**config.mk**
```make
export PLATFORM = sky130hd
export DESIGN_NAME = rr_arbiter8_flat
export DESIGN_NICKNAME = d
export VERILOG_FILES = /design/src/rtl/rr_arbiter8_pkg.sv /design/src/rtl/rr_arbiter8_if.sv /design/src/rtl/rr_arbiter8_pick.sv /design/src/rtl/rr_arbiter8.sv /design/src/flat_wrapper.sv
export SDC_FILE = /design/constraint.sdc
export NUM_CORES = 1
export LEC_CHECK = 0
export ABC_CLOCK_PERIOD_IN_PS = 3550
export CAP_MARGIN = 40
export CORE_MARGIN = 2
export CORE_UTILIZATION = 56
export CTS_CLUSTER_SIZE = 24
export DETAILED_ROUTE_END_ITERATION = 8
export PLACE_DENSITY_LB_ADDON = 0.12
export SKIP_CTS_REPAIR_TIMING = 1
export SLEW_MARGIN = 20
export SYNTH_ARGS = -nofsm -noshare
export SYNTH_HDL_FRONTEND = slang
export SYNTH_SLANG_ARGS = --single-unit
```
**constraint.sdc**
```tcl
create_clock -name sys_clk -period 3.55 [get_ports sys_clk]
set_input_delay 0.71 -clock sys_clk [delete_from_list [all_inputs] [get_ports sys_clk]]
set_output_delay 0.71 -clock sys_clk [all_outputs]
set_load 0.005 [all_outputs]
```
**src/rtl/rr_arbiter8_pkg.sv**
```systemverilog
// rr_arbiter8_pkg: shared types and sizes for the 8-way round-robin arbiter.
// Contents: FSM state encoding, requester count and grant-index width.
// Imported by the interface, the pick logic and the arbiter top.
package rr_arbiter8_pkg;

  localparam int NUM_REQ = 8;
  localparam int IDX_W   = 3;

  typedef enum logic [1:0] {
    ST_IDLE  = 2'd0,
    ST_GRANT = 2'd1,
    ST_GAP   = 2'd2
  } state_t;

endpackage

```
**src/rtl/rr_arbiter8_if.sv**
```systemverilog
// rr_arbiter8_if: request/grant bundle between eight requesters and the arbiter.
// Ports: none; signals en, req (requester side) and gnt, gnt_idx, gnt_vld, timeout (arbiter side).
// Modports: master = requester side, slave = arbiter side.
interface rr_arbiter8_if;
  import rr_arbiter8_pkg::*;

  logic               en;
  logic [NUM_REQ-1:0] req;
  logic [NUM_REQ-1:0] gnt;
  logic [IDX_W-1:0]   gnt_idx;
  logic               gnt_vld;
  logic               timeout;

  modport master (
    output en, req,
    input  gnt, gnt_idx, gnt_vld, timeout
  );

  modport slave (
    input  en, req,
    output gnt, gnt_idx, gnt_vld, timeout
  );
endinterface

```
**src/rtl/rr_arbiter8_pick.sv**
```systemverilog
// rr_pick: combinational round-robin winner search starting at ptr.
// Ports: req[7:0], ptr[2:0] in; pick_idx[2:0], pick_vld out.
// Zero latency; pick_idx is don't-care when pick_vld is low.
module rr_pick
  import rr_arbiter8_pkg::*;
(
  input  logic [NUM_REQ-1:0] req,
  input  logic [IDX_W-1:0]   ptr,
  output logic [IDX_W-1:0]   pick_idx,
  output logic               pick_vld
);

  logic [2*NUM_REQ-1:0] req_dbl;
  logic [NUM_REQ-1:0]   req_rot;
  logic [IDX_W-1:0]     offset;

  // Rotating right by ptr puts requester ptr at bit 0, so the lowest set
  // bit of the rotated vector is the first requester at or after ptr.
  always_comb begin
    req_dbl = {req, req} >> ptr;
    req_rot = req_dbl[NUM_REQ-1:0];
    offset  = '0;
    for (int i = NUM_REQ - 1; i >= 0; i--) begin
      if (req_rot[i]) offset = IDX_W'(i);
    end
    pick_vld = |req;
    pick_idx = offset + ptr;  // wraps mod 8 by width
  end

endmodule

```
**src/rtl/rr_arbiter8.sv**
```systemverilog
// rr_arbiter8: round-robin arbiter for eight requesters with a bounded hold timer.
// Ports: sys_clk, sys_rst_n (async, active low), bus (slave: en/req in; gnt/gnt_idx/gnt_vld/timeout out).
// One cycle req->gnt; each grant is followed by one GAP and one IDLE cycle; outputs all registered.
module rr_arbiter8
  import rr_arbiter8_pkg::*;
#(
  parameter logic [15:0] HOLD_MAX = 16'd1000
) (
  input  logic           sys_clk,
  input  logic           sys_rst_n,
  rr_arbiter8_if.slave   bus
);

  state_t             state;
  logic [IDX_W-1:0]   ptr;
  logic [15:0]        hold_cnt;
  logic [NUM_REQ-1:0] gnt_q;
  logic [IDX_W-1:0]   gnt_idx_q;
  logic               gnt_vld_q;
  logic               timeout_q;

  logic [IDX_W-1:0]   pick_idx;
  logic               pick_vld;
  logic               own_req;

  rr_pick u_pick (
    .req      (bus.req),
    .ptr      (ptr),
    .pick_idx (pick_idx),
    .pick_vld (pick_vld)
  );

  assign own_req = bus.req[gnt_idx_q];

  always_ff @(posedge sys_clk or negedge sys_rst_n) begin
    if (!sys_rst_n) begin
      state     <= ST_IDLE;
      ptr       <= '0;
      hold_cnt  <= '0;
      gnt_q     <= '0;
      gnt_idx_q <= '0;
      gnt_vld_q <= 1'b0;
      timeout_q <= 1'b0;
    end else begin
      timeout_q <= 1'b0;
      case (state)
        ST_IDLE: begin
          if (bus.en && pick_vld) begin
            state     <= ST_GRANT;
            gnt_idx_q <= pick_idx;
            gnt_q     <= NUM_REQ'(1) << pick_idx;
            gnt_vld_q <= 1'b1;
            hold_cnt  <= '0;
          end
        end
        ST_GRANT: begin
          if (!own_req || hold_cnt == HOLD_MAX - 16'd1) begin
            state     <= ST_GAP;
            gnt_q     <= '0;
            gnt_vld_q <= 1'b0;
            ptr       <= gnt_idx_q + IDX_W'(1);
            // A release on the final cycle takes precedence: no timeout then.
            timeout_q <= own_req;
          end else if (hold_cnt != 16'hFFFF) begin
            hold_cnt <= hold_cnt + 16'd1;
          end
        end
        ST_GAP: begin
          state <= ST_IDLE;
        end
        default: begin
          state <= ST_IDLE;
        end
      endcase
    end
  end

  assign bus.gnt     = gnt_q;
  assign bus.gnt_idx = gnt_idx_q;
  assign bus.gnt_vld = gnt_vld_q;
  assign bus.timeout = timeout_q;

endmodule

```
**src/flat_wrapper.sv**
```systemverilog
// flat-port wrapper written by rule: the top's interface ports become plain ports
module rr_arbiter8_flat import rr_arbiter8_pkg::*;
#(
  parameter logic [15:0] HOLD_MAX = 16'd1000
)
  (sys_clk, sys_rst_n, bus_en, bus_req, bus_gnt, bus_gnt_idx, bus_gnt_vld, bus_timeout);
  rr_arbiter8_if bus_i ();
  input  logic sys_clk;
  input  logic sys_rst_n;
  input wire logic [$bits(bus_i.en)-1:0] bus_en;
  input wire logic [$bits(bus_i.req)-1:0] bus_req;
  output wire logic [$bits(bus_i.gnt)-1:0] bus_gnt;
  output wire logic [$bits(bus_i.gnt_idx)-1:0] bus_gnt_idx;
  output wire logic [$bits(bus_i.gnt_vld)-1:0] bus_gnt_vld;
  output wire logic [$bits(bus_i.timeout)-1:0] bus_timeout;
  assign bus_i.en = bus_en;
  assign bus_i.req = bus_req;
  assign bus_gnt = bus_i.gnt;
  assign bus_gnt_idx = bus_i.gnt_idx;
  assign bus_gnt_vld = bus_i.gnt_vld;
  assign bus_timeout = bus_i.timeout;
  rr_arbiter8 #(.HOLD_MAX(HOLD_MAX)) u_core (.sys_clk(sys_clk), .sys_rst_n(sys_rst_n), .bus(bus_i));
endmodule
```
# Yosys cells after proc, flatten, opt, wreduce, memory -nomap -nowiden
# Cells that the tools add are included.
op_classes:
  n_mux: 25
  addsub: 3
  order_cmp: 1
  n_eq_ne: 7
  n_reduce_logical: 11
  shifts: 2
op_table:
  columns: ["op", "n"]
  rows:
  - ["2-to-1 mux 16 bit", 3]
  - ["one-hot mux 16 bit (2 select lines)", 1]
  - ["2-to-1 mux 3 bit", 8]
  - ["adder 16 x 1 -> 16 bit (second input constant)", 1]
  - ["== test 16 x 10 -> 1 bit (second input constant)", 1]
  - ["2-to-1 mux 8 bit", 2]
  - ["inequality test 16 bit (second input constant)", 1]
  - ["one-hot mux 8 bit (2 select lines)", 1]
  - ["right shift 16 x 3 -> 8 bit", 1]
  - ["OR reduction 8 bit", 1]
  - ["<< shifter 1 x 3 -> 8 bit (first input constant)", 1]
  - ["inequality test 2 x 1 -> 1 bit (second input constant)", 3]
  - ["AND reduction 2 bit", 3]
  - ["2-to-1 mux 1 bit", 5]
  - ["less-than comparator 3 x 4 -> 1 bit (second input constant)", 1]
  - ["2-to-1 mux 2 bit", 2]
  - ["one-hot mux 2 bit (2 select lines)", 1]
  - ["AND reduction 4 bit", 1]
  - ["adder 3 x 1 -> 3 bit (second input constant)", 1]
  - ["adder 3 bit", 1]
  - ["binary-select mux 1 bit (select 3 bit)", 1]
  - ["AND reduction 3 bit", 1]
  - ["== test 2 x 1 -> 1 bit (second input constant)", 1]
  - ["logical NOT 2 bit", 1]
  - ["6 further kinds", 6]
totals:
  ff_bits: 34
  wordCells: 56
  input_bits: 11
  output_inout_bits: 13

# Depth between registers and ports, before layout
# Gate-level depths: netlist of run 1.
logic_depth:
  word_depth: 13
  depth_mapped: 14
  mapped_depth_nobuf: 12

# Hierarchy
# A second synthesis of run 1 with hierarchy kept.
hier_totals:
  cells_unflattened: 241
  hier_area_um2: 2353.5
modules_own_cells:
  columns: ["mod", "seq_area_each_um2", "instances", "cells_per_inst", "area_per_inst_um2"]
  rows:
  - ["rr_arbiter8", 850.8, 1, 191, 1834.3]
  - ["rr_pick", 0.0, 1, 50, 519.2]

# Least setup slack after synthesis of run 1
# OpenSTA, ideal clock, no wires.
synth_path:
  kind: "input -> register"
  startpoint: "input bus_req[5]"
  endpoint: "register u_core.gnt_q[3] (netlist: u_core.bus.gnt[3])"
  t_required_ps: 3428
  n_path_buf: 1
  path_slack_ps: 190
  setup_ps: 122
  t_arrival_ps: 3238
  path_stages: 12
  path_cell_list: "clkbuf_1 mux4_2 mux2_2 inv_1 a21oi_1 o21ai_0 ha_1 inv_1 fa_1 xnor2_1 xnor2_4 a32o_1"
synth_via:
  elab_chain_cells: 13
  word_cells_on_any_way: 22
  classes_between: "add/sub: 1; eq/ne: 2; shift: 2; mux: 12; reduce/logical: 5"
synth_lines:
  columns: ["item", "line", "text"]
  rows:
  - ["from (decl)", "flat_wrapper.sv:11", "input wire logic [$bits(bus_i.req)-1:0] bus_req;"]
  - ["right shift 16 x 3 -> 8 bit", "rr_arbiter8_pick.sv:20", "req_dbl = {req, req} >> ptr;"]
  - ["2-to-1 mux 3 bit (8 in a row)", "rr_arbiter8_pick.sv:24", "if (req_rot[i]) offset = IDX_W'(i);"]
  - ["adder 3 bit", "rr_arbiter8_pick.sv:27", "pick_idx = offset + ptr;"]
  - ["<< shifter 1 x 3 -> 8 bit", "rr_arbiter8.sv:51", "gnt_q <= NUM_REQ'(1) << pick_idx;"]
  - ["2-to-1 mux 8 bit", "rr_arbiter8.sv:48", "if (bus.en && pick_vld) begin"]
  - ["one-hot mux 8 bit (2 select lines)", "rr_arbiter8.sv:46", "case (state)"]
  - ["to (signal assigned)", "rr_arbiter8.sv:51", null]
  - ["to (decl)", "rr_arbiter8.sv:17", "logic [NUM_REQ-1:0] gnt_q;"]
# Parallel ways exist; a longest one is shown, timed or not. The select of a mux whose other input is x is not followed.
# A chain may end at the register's enable or synchronous reset.

# Final worst setup path of run 1
# Same ends and word-level chain as after synthesis.

==> metrics, run 1 <==
antenna viol nets, final 0; slowest CP cell mux4_2; syn_area_per_cell 9.578 µm²; endpoints failing setup 0; HP Class flip-flop to flip-flop; launch point of the worst reg-to-reg path u_core.ptr[2]; most common cell after layout, fill and taps aside dfrtp_1; hold wc startpoint u_core.bus.gnt[4]; kind of end point of the critical path flip-flop; switching power share of the total 41.06%; f_max 294.2 MHz; placed cell areas 2660 µm²; ys flop type dfrtp_1; DRT Pass-1 Iters 4; Mapped Cells 232; Max Cap Viol 0; clk_skew 1.630 ps; WHS Endpoint u_core.bus.gnt[4]; Final Hold Viols 0; Row Count 22; share of power burned in registers 25.0%; number of CTS-inserted buffers 5; Synth Area in Simple Gates 21.34%; routed vias/inst 5.988; Peak VDD IR 0.4312 mV; most frequent cells in the layout dfrtp_1, buf_4, nor2_1; antenna fix cells 0; CP peak stage delay 510 ps; CP max FO 5; I/O Pins 24; fin crit share 95.76%; Post-Syn Nets 247; cells on worst reg2reg path 13; Max Slew Vio Count 0; gr ovfl total 0; number of global-route vias before repair 1865; clock root cell clkbuf_8; metal2 WL 2582 µm; GPL Wtd Cong 0.8635; unrepaired setup endpoints after global routing false; mux cell area share after synthesis 11.99%; Die ar. 4488 µm²; M1 wire length 2216 µm; DRT Wirelength 5092 µm; TritonCTS Sinks 34; routed length on met3 212 µm; first-pass GRT wire length 8631 µm; total number of vias 1952; post-synthesis sequential area ratio 38.29%; Initial Util 59.36%; I/O Buffers 23; outcome complete, no violations; clock network fraction of design power 15.3%; Worst Tran Pin Value 640.8 ps; r2r setup slk 360 ps; Synth Area in Compound Gates 15.26%; share of cells above drive strength 1 19.78%; WS Path Type input port to flip-flop; largest family of logic cells by synthesized area simple AND/OR/NAND/NOR gates; total number of yosys warnings 0; pwr dens 824.2 nW/µm²; WP buf/inv 3; Top Layer Used met4; per-cell routed wire length 15.62 µm; Hold Path Depth 2; HPWL Detailed 3637 µm; mapped cell area 2222 µm²; CTS tree built; initial antenna violation count 0; clk slew on worst S/H paths 60 ps; Netlist cell types 51; Clock Latency Late Sink 280 ps; Max-Slew Margin vs Limit 56.95%; Pint 0.001369 W; Async SR Flop Fraction 100.0%; Synth Area in Adders 2.590%; Post-synth EDFFs 0; CP arrival 3570 ps; Die X 66.99 µm; CTS Buffer Depth 2; core area 3744 µm²; min Tclk post-route 3399 ps; critical-path cell list clkdlybuf4s50_1 -> mux4_2 -> mux2_2 -> inv_1 -> a21oi_1 -> o21ai_0 -> ha_1 -> inv_1 -> fa_2 -> xnor2_4 -> xnor2_4 -> a32o_1; area grow syn2layout 26.80%; combinational share of power 59.8%; DRC errors left 0; R2R Path End u_core.bus.gnt[3]; Final nets 293; leakage 1.179 nW; Synth Area in XOR/XNOR 6.363%; Die Ht 66.99 µm; # H-tree levels 2; Synth Register Bits 34; switching power 0.0009535 W; Worst EP required 3720 ps; fin area 2818 µm²; fin util 75.27%; GR Util All Layers 25.54%; startpoint types input port; initial DRC count 144; family with the most delay on the worst path multiplexers; pin count of the biggest net entering global routing 35
==> worst min-delay path, stage by stage, from the launching register on <==
cell     delay (ps)
dfrtp_1         340
nand2_1          50
o31ai_1          50
==> metrics by stage <==
stage	setup slack (ps)	hold WS, ps	cells	power [W]	TNS (ps)
after floorplan	190.4	414.4	232	0.001443	0
after global placement	-209.6	451.1	318	0.001823	-1308
after detailed placement	-351.8	458.3	318	0.001850	-2622
after CTS	-51.76	480.9	325	0.002216	-75.04
after global routing	11.06	504.3	326	0.002508	0
final	150.5	472.4	326	0.002322	0
==> flip-flops by register name (all words and copies together), names as in the netlist <==
name / flops
u_core.ptr: 3
u_core.bus.gnt_idx: 3
u_core.bus.gnt: 8
u_core.bus.gnt_vld: 1
u_core.hold_cnt: 16
u_core.bus.timeout: 1
u_core.state: 2
==> worst max path at each step <==
stage | startpoint | end | slack (ps) | depth (start not counted)
after floorplan | bus_req[5] | u_core.bus.gnt[3] | 190 | 12
after global placement | bus_req[3] | u_core.bus.gnt[3] | -210 | 12
after detailed placement | bus_req[5] | u_core.bus.gnt[3] | -350 | 12
after CTS | bus_req[5] | u_core.bus.gnt[3] | -50 | 12
after global routing | bus_req[5] | u_core.bus.gnt[7] | 10 | 11
final | bus_req[5] | u_core.bus.gnt[3] | 150 | 12
==> power groups by stage <==
| stage | Clock [W] | Combinational, W | Sequential, W |
|---|---|---|---|
| global placement | 0 | 0.00124 | 0.000582 |
| floorplan | 0 | 0.000900 | 0.000543 |
| CTS | 0.000365 | 0.00127 | 0.000579 |
| global route | 0.000383 | 0.00153 | 0.000593 |
| finish | 0.000355 | 0.00139 | 0.000580 |
| detailed placement | 0 | 0.00126 | 0.000585 |
==> synthesized netlist by cell type, types with 2 or more instances <==
cell type,instances,area (µm²)
nor4b_1,2,17.52
o31ai_1,4,30.03
nand2b_1,2,12.51
a21o_1,4,30.03
a21oi_1,6,30.03
nand3_1,7,35.03
nor2_1,25,93.84
clkbuf_1,8,30.03
mux2_2,5,56.30
a22o_1,4,35.03
xnor2_1,13,113.9
nor3_1,13,65.06
mux2i_1,6,60.06
o21ai_0,8,40.04
inv_1,8,30.03
or4_1,3,22.52
dfrtp_1,34,850.8
nand2_1,24,90.09
nor4_1,5,31.28
o21ai_1,4,20.02
nand4_1,5,31.28
mux4_2,6,135.1
a31oi_1,4,25.02
o41ai_1,2,17.52
buf_2,2,10.01
ha_1,3,37.54
==> cell families after synthesis <==
kind of cell / after synthesis
AOI/OAI and AO/OA: 47
muxes: 18
DFF: 34
adders and majority gates: 4
xor gates and xnor gates: 14
and+or+nand+nor: 94
buffers and inverters: 21
==> routing by layer <==
metal / up-vias / GRT usage, %
li1: 946 / -
met1: 961 / 32.64
met2: 37 / 42.88
met3: 8 / 6.081
met4: 0 / 7.653
met5: - / 0
==> layout make-up <==
cell class	instances	area (µm²)
flip-flops and latches	34	850.8
inverters	8	30.03
multi-input cells	178	1324
clock buffers	6	82.58
fillers	282	925.9
well taps	48	60.06
clock inverters	1	30.03
repair buffers	51	440.4
Power figures use the tool's default switching activity.
==> inputs of run 2 (changes only) <==
CORE_MARGIN = not set   (was 2)
==> metrics, run 2 (synthesis results as in run 1) <==
unrepaired setup endpoints after global routing false; area grow syn2layout 23.82%; Die X 64.99 µm (-3.0%); pwr dens 795.2 nW/µm² (-3.5%); CP peak stage delay 510 ps (about the same); critical-path cell list clkdlybuf4s50_1 -> mux4_2 -> mux2_2 -> inv_1 -> a21oi_1 -> o21ai_1 -> ha_1 -> inv_1 -> fa_1 -> xnor2_2 -> xnor2_4 -> a32o_1; initial antenna violation count 0 (unchanged); power after layout 0.002188 W (-5.8%); I/O Pins 24 (unchanged); gr ovfl total 0 (unchanged); Max Cap Viol 0 (unchanged); Initial Util 59.36% (unchanged); CP arrival 3570 ps (about the same); Row Count 22 (unchanged); endpoints failing setup 0 (unchanged); leakage 1.151 nW (-2.4%); share of cells above drive strength 1 18.48% (-1.3 points); first-pass GRT wire length 8542 µm (-1.0%); final setup TNS 0 ps (unchanged); antenna fix cells 0 (unchanged); core area 3744 µm² (unchanged); Worst Tran Pin Value 597.2 ps (-43.64 ps); HPWL Detailed 3575 µm (-1.7%); CP max FO 9 (+4); Peak VDD IR 0.3820 mV (-11%); pre-CTS WS -270.5 ps (+81.27 ps); antenna viol nets, final 0 (unchanged); Clock Latency Late Sink 300 ps (+20 ps); slowest CP cell mux4_2; pin count of the biggest net entering global routing 35 (unchanged); Max Slew Vio Count 0 (unchanged); DRT Wirelength 5040 µm (-1.0%); clk_skew 7.466 ps (+5.836 ps); DRC errors left 0 (unchanged); outcome complete, no violations; number of CTS-inserted buffers 5 (unchanged); HP Class flip-flop to flip-flop; kind of end point of the critical path flip-flop; routed vias/inst 5.960 (-0.47%); WS Path Type input port to flip-flop; initial DRC count 145 (+0.69%); max reg flops 16 (unchanged); family with the most delay on the worst path multiplexers; clock root cell clkbuf_8; Worst Slack Setup Final 164.3 ps (+13.81 ps); fin crit share 95.37% (-0.39 points); Final nets 290 (-1.0%); per-cell routed wire length 15.56 µm (-0.41%); Max-Slew Margin vs Limit 59.88% (+2.9 points); I/O Buffers 23 (unchanged); min Tclk post-route 3386 ps (-13.81 ps); startpoint types input port; Final Hold Viols 0 (unchanged); Die Ht 64.99 µm (-3.0%); most common cell after layout, fill and taps aside dfrtp_1; GR Util All Layers 27.01% (+1.5 points); TritonCTS Sinks 34 (unchanged); CTS Buffer Depth 2 (unchanged); number of global-route vias before repair 1828 (-2.0%); # H-tree levels 2 (unchanged); WP buf/inv 3 (unchanged); f_max 295.4 MHz (+0.41%); total number of vias 1931 (-1.1%); Die ar. 4224 µm² (-5.9%); CTS tree built; worst hold slack 463.4 ps (-8.998 ps); most used cell, CP inv_1; Largest Register u_core.hold_cnt; Worst EP required 3730 ps (about the same); clk slew on worst S/H paths 70 ps (about the same); most frequent cells in the layout dfrtp_1, buf_4, nor2_1; GPL Wtd Cong 0.8766 (+1.5%); DRT Pass-1 Iters 4 (unchanged)
[run 2: final timing paths]
check | start | endpoint | slack (ps) | cells past startpoint
min in group asynchronous | sys_rst_n | u_core.bus.gnt[0] | 830 | 2
worst max-delay path | bus_req[4] | u_core.bus.gnt[3] | 160 | 12
worst min-delay path | u_core.state[1] | u_core.state[0] | 460 | 1
worst min register to register | u_core.state[1] | u_core.state[0] | 460 | 1
max in group asynchronous | sys_rst_n | u_core.bus.gnt[3] | 2420 | 2
worst max register to register | u_core.ptr[2] | u_core.bus.gnt[3] | 270 | 11
[run 2: worst register-to-register path: cells and delay by family (launching register included)]
| family | cells | cell delay [ps] |
|---|---|---|
| XOR/XNOR | 2 | 450 |
| AO/OA/AOI/OAI | 4 | 780 |
| flip-flops | 1 | 680 |
| AND/OR/NAND/NOR | 1 | 210 |
| buffers and inverters | 1 | 50 |
| multiplexers | 1 | 430 |
| adder cells (fa/ha/maj) | 2 | 570 |
[run 2: final cells by class]
| type | count | area (µm²) |
|---|---|---|
| well taps | 48 | 60.06 |
| inverters | 8 | 30.03 |
| multi-input cells | 177 | 1294 |
| flip-flops and latches | 34 | 850.8 |
| fillers | 293 | 992.2 |
| clock inverters | 1 | 5.005 |
| repair buffers | 49 | 425.4 |
| clock buffers | 7 | 86.33 |
[run 2: per-stage QoR]
stage	util [%]	cells	area, µm²
6_report	73.50	324	2751
5_1_grt	73.50	324	2751
4_1_cts	73.09	324	2736
3_5_place_dp	70.66	316	2645
3_3_place_gp	70.66	316	2645
2_1_floorplan	-	232	2222
[run 2: routing by layer]
metal  track usage, %  wire length (µm)
met3            4.930               172
met2            43.36              2437
met4            12.22                92
met1            35.22              2336
met5                0                 0
[run 2: power by group]
| part | switching, W | internal (W) | total [W] |
|---|---|---|---|
| registers | 0.000121 | 0.000473 | 0.000594 |
| logic | 0.000670 | 0.000626 | 0.00130 |
| clock network | 0.000141 | 0.000156 | 0.000298 |
| total | 0.000933 | 0.00125 | 0.00219 |
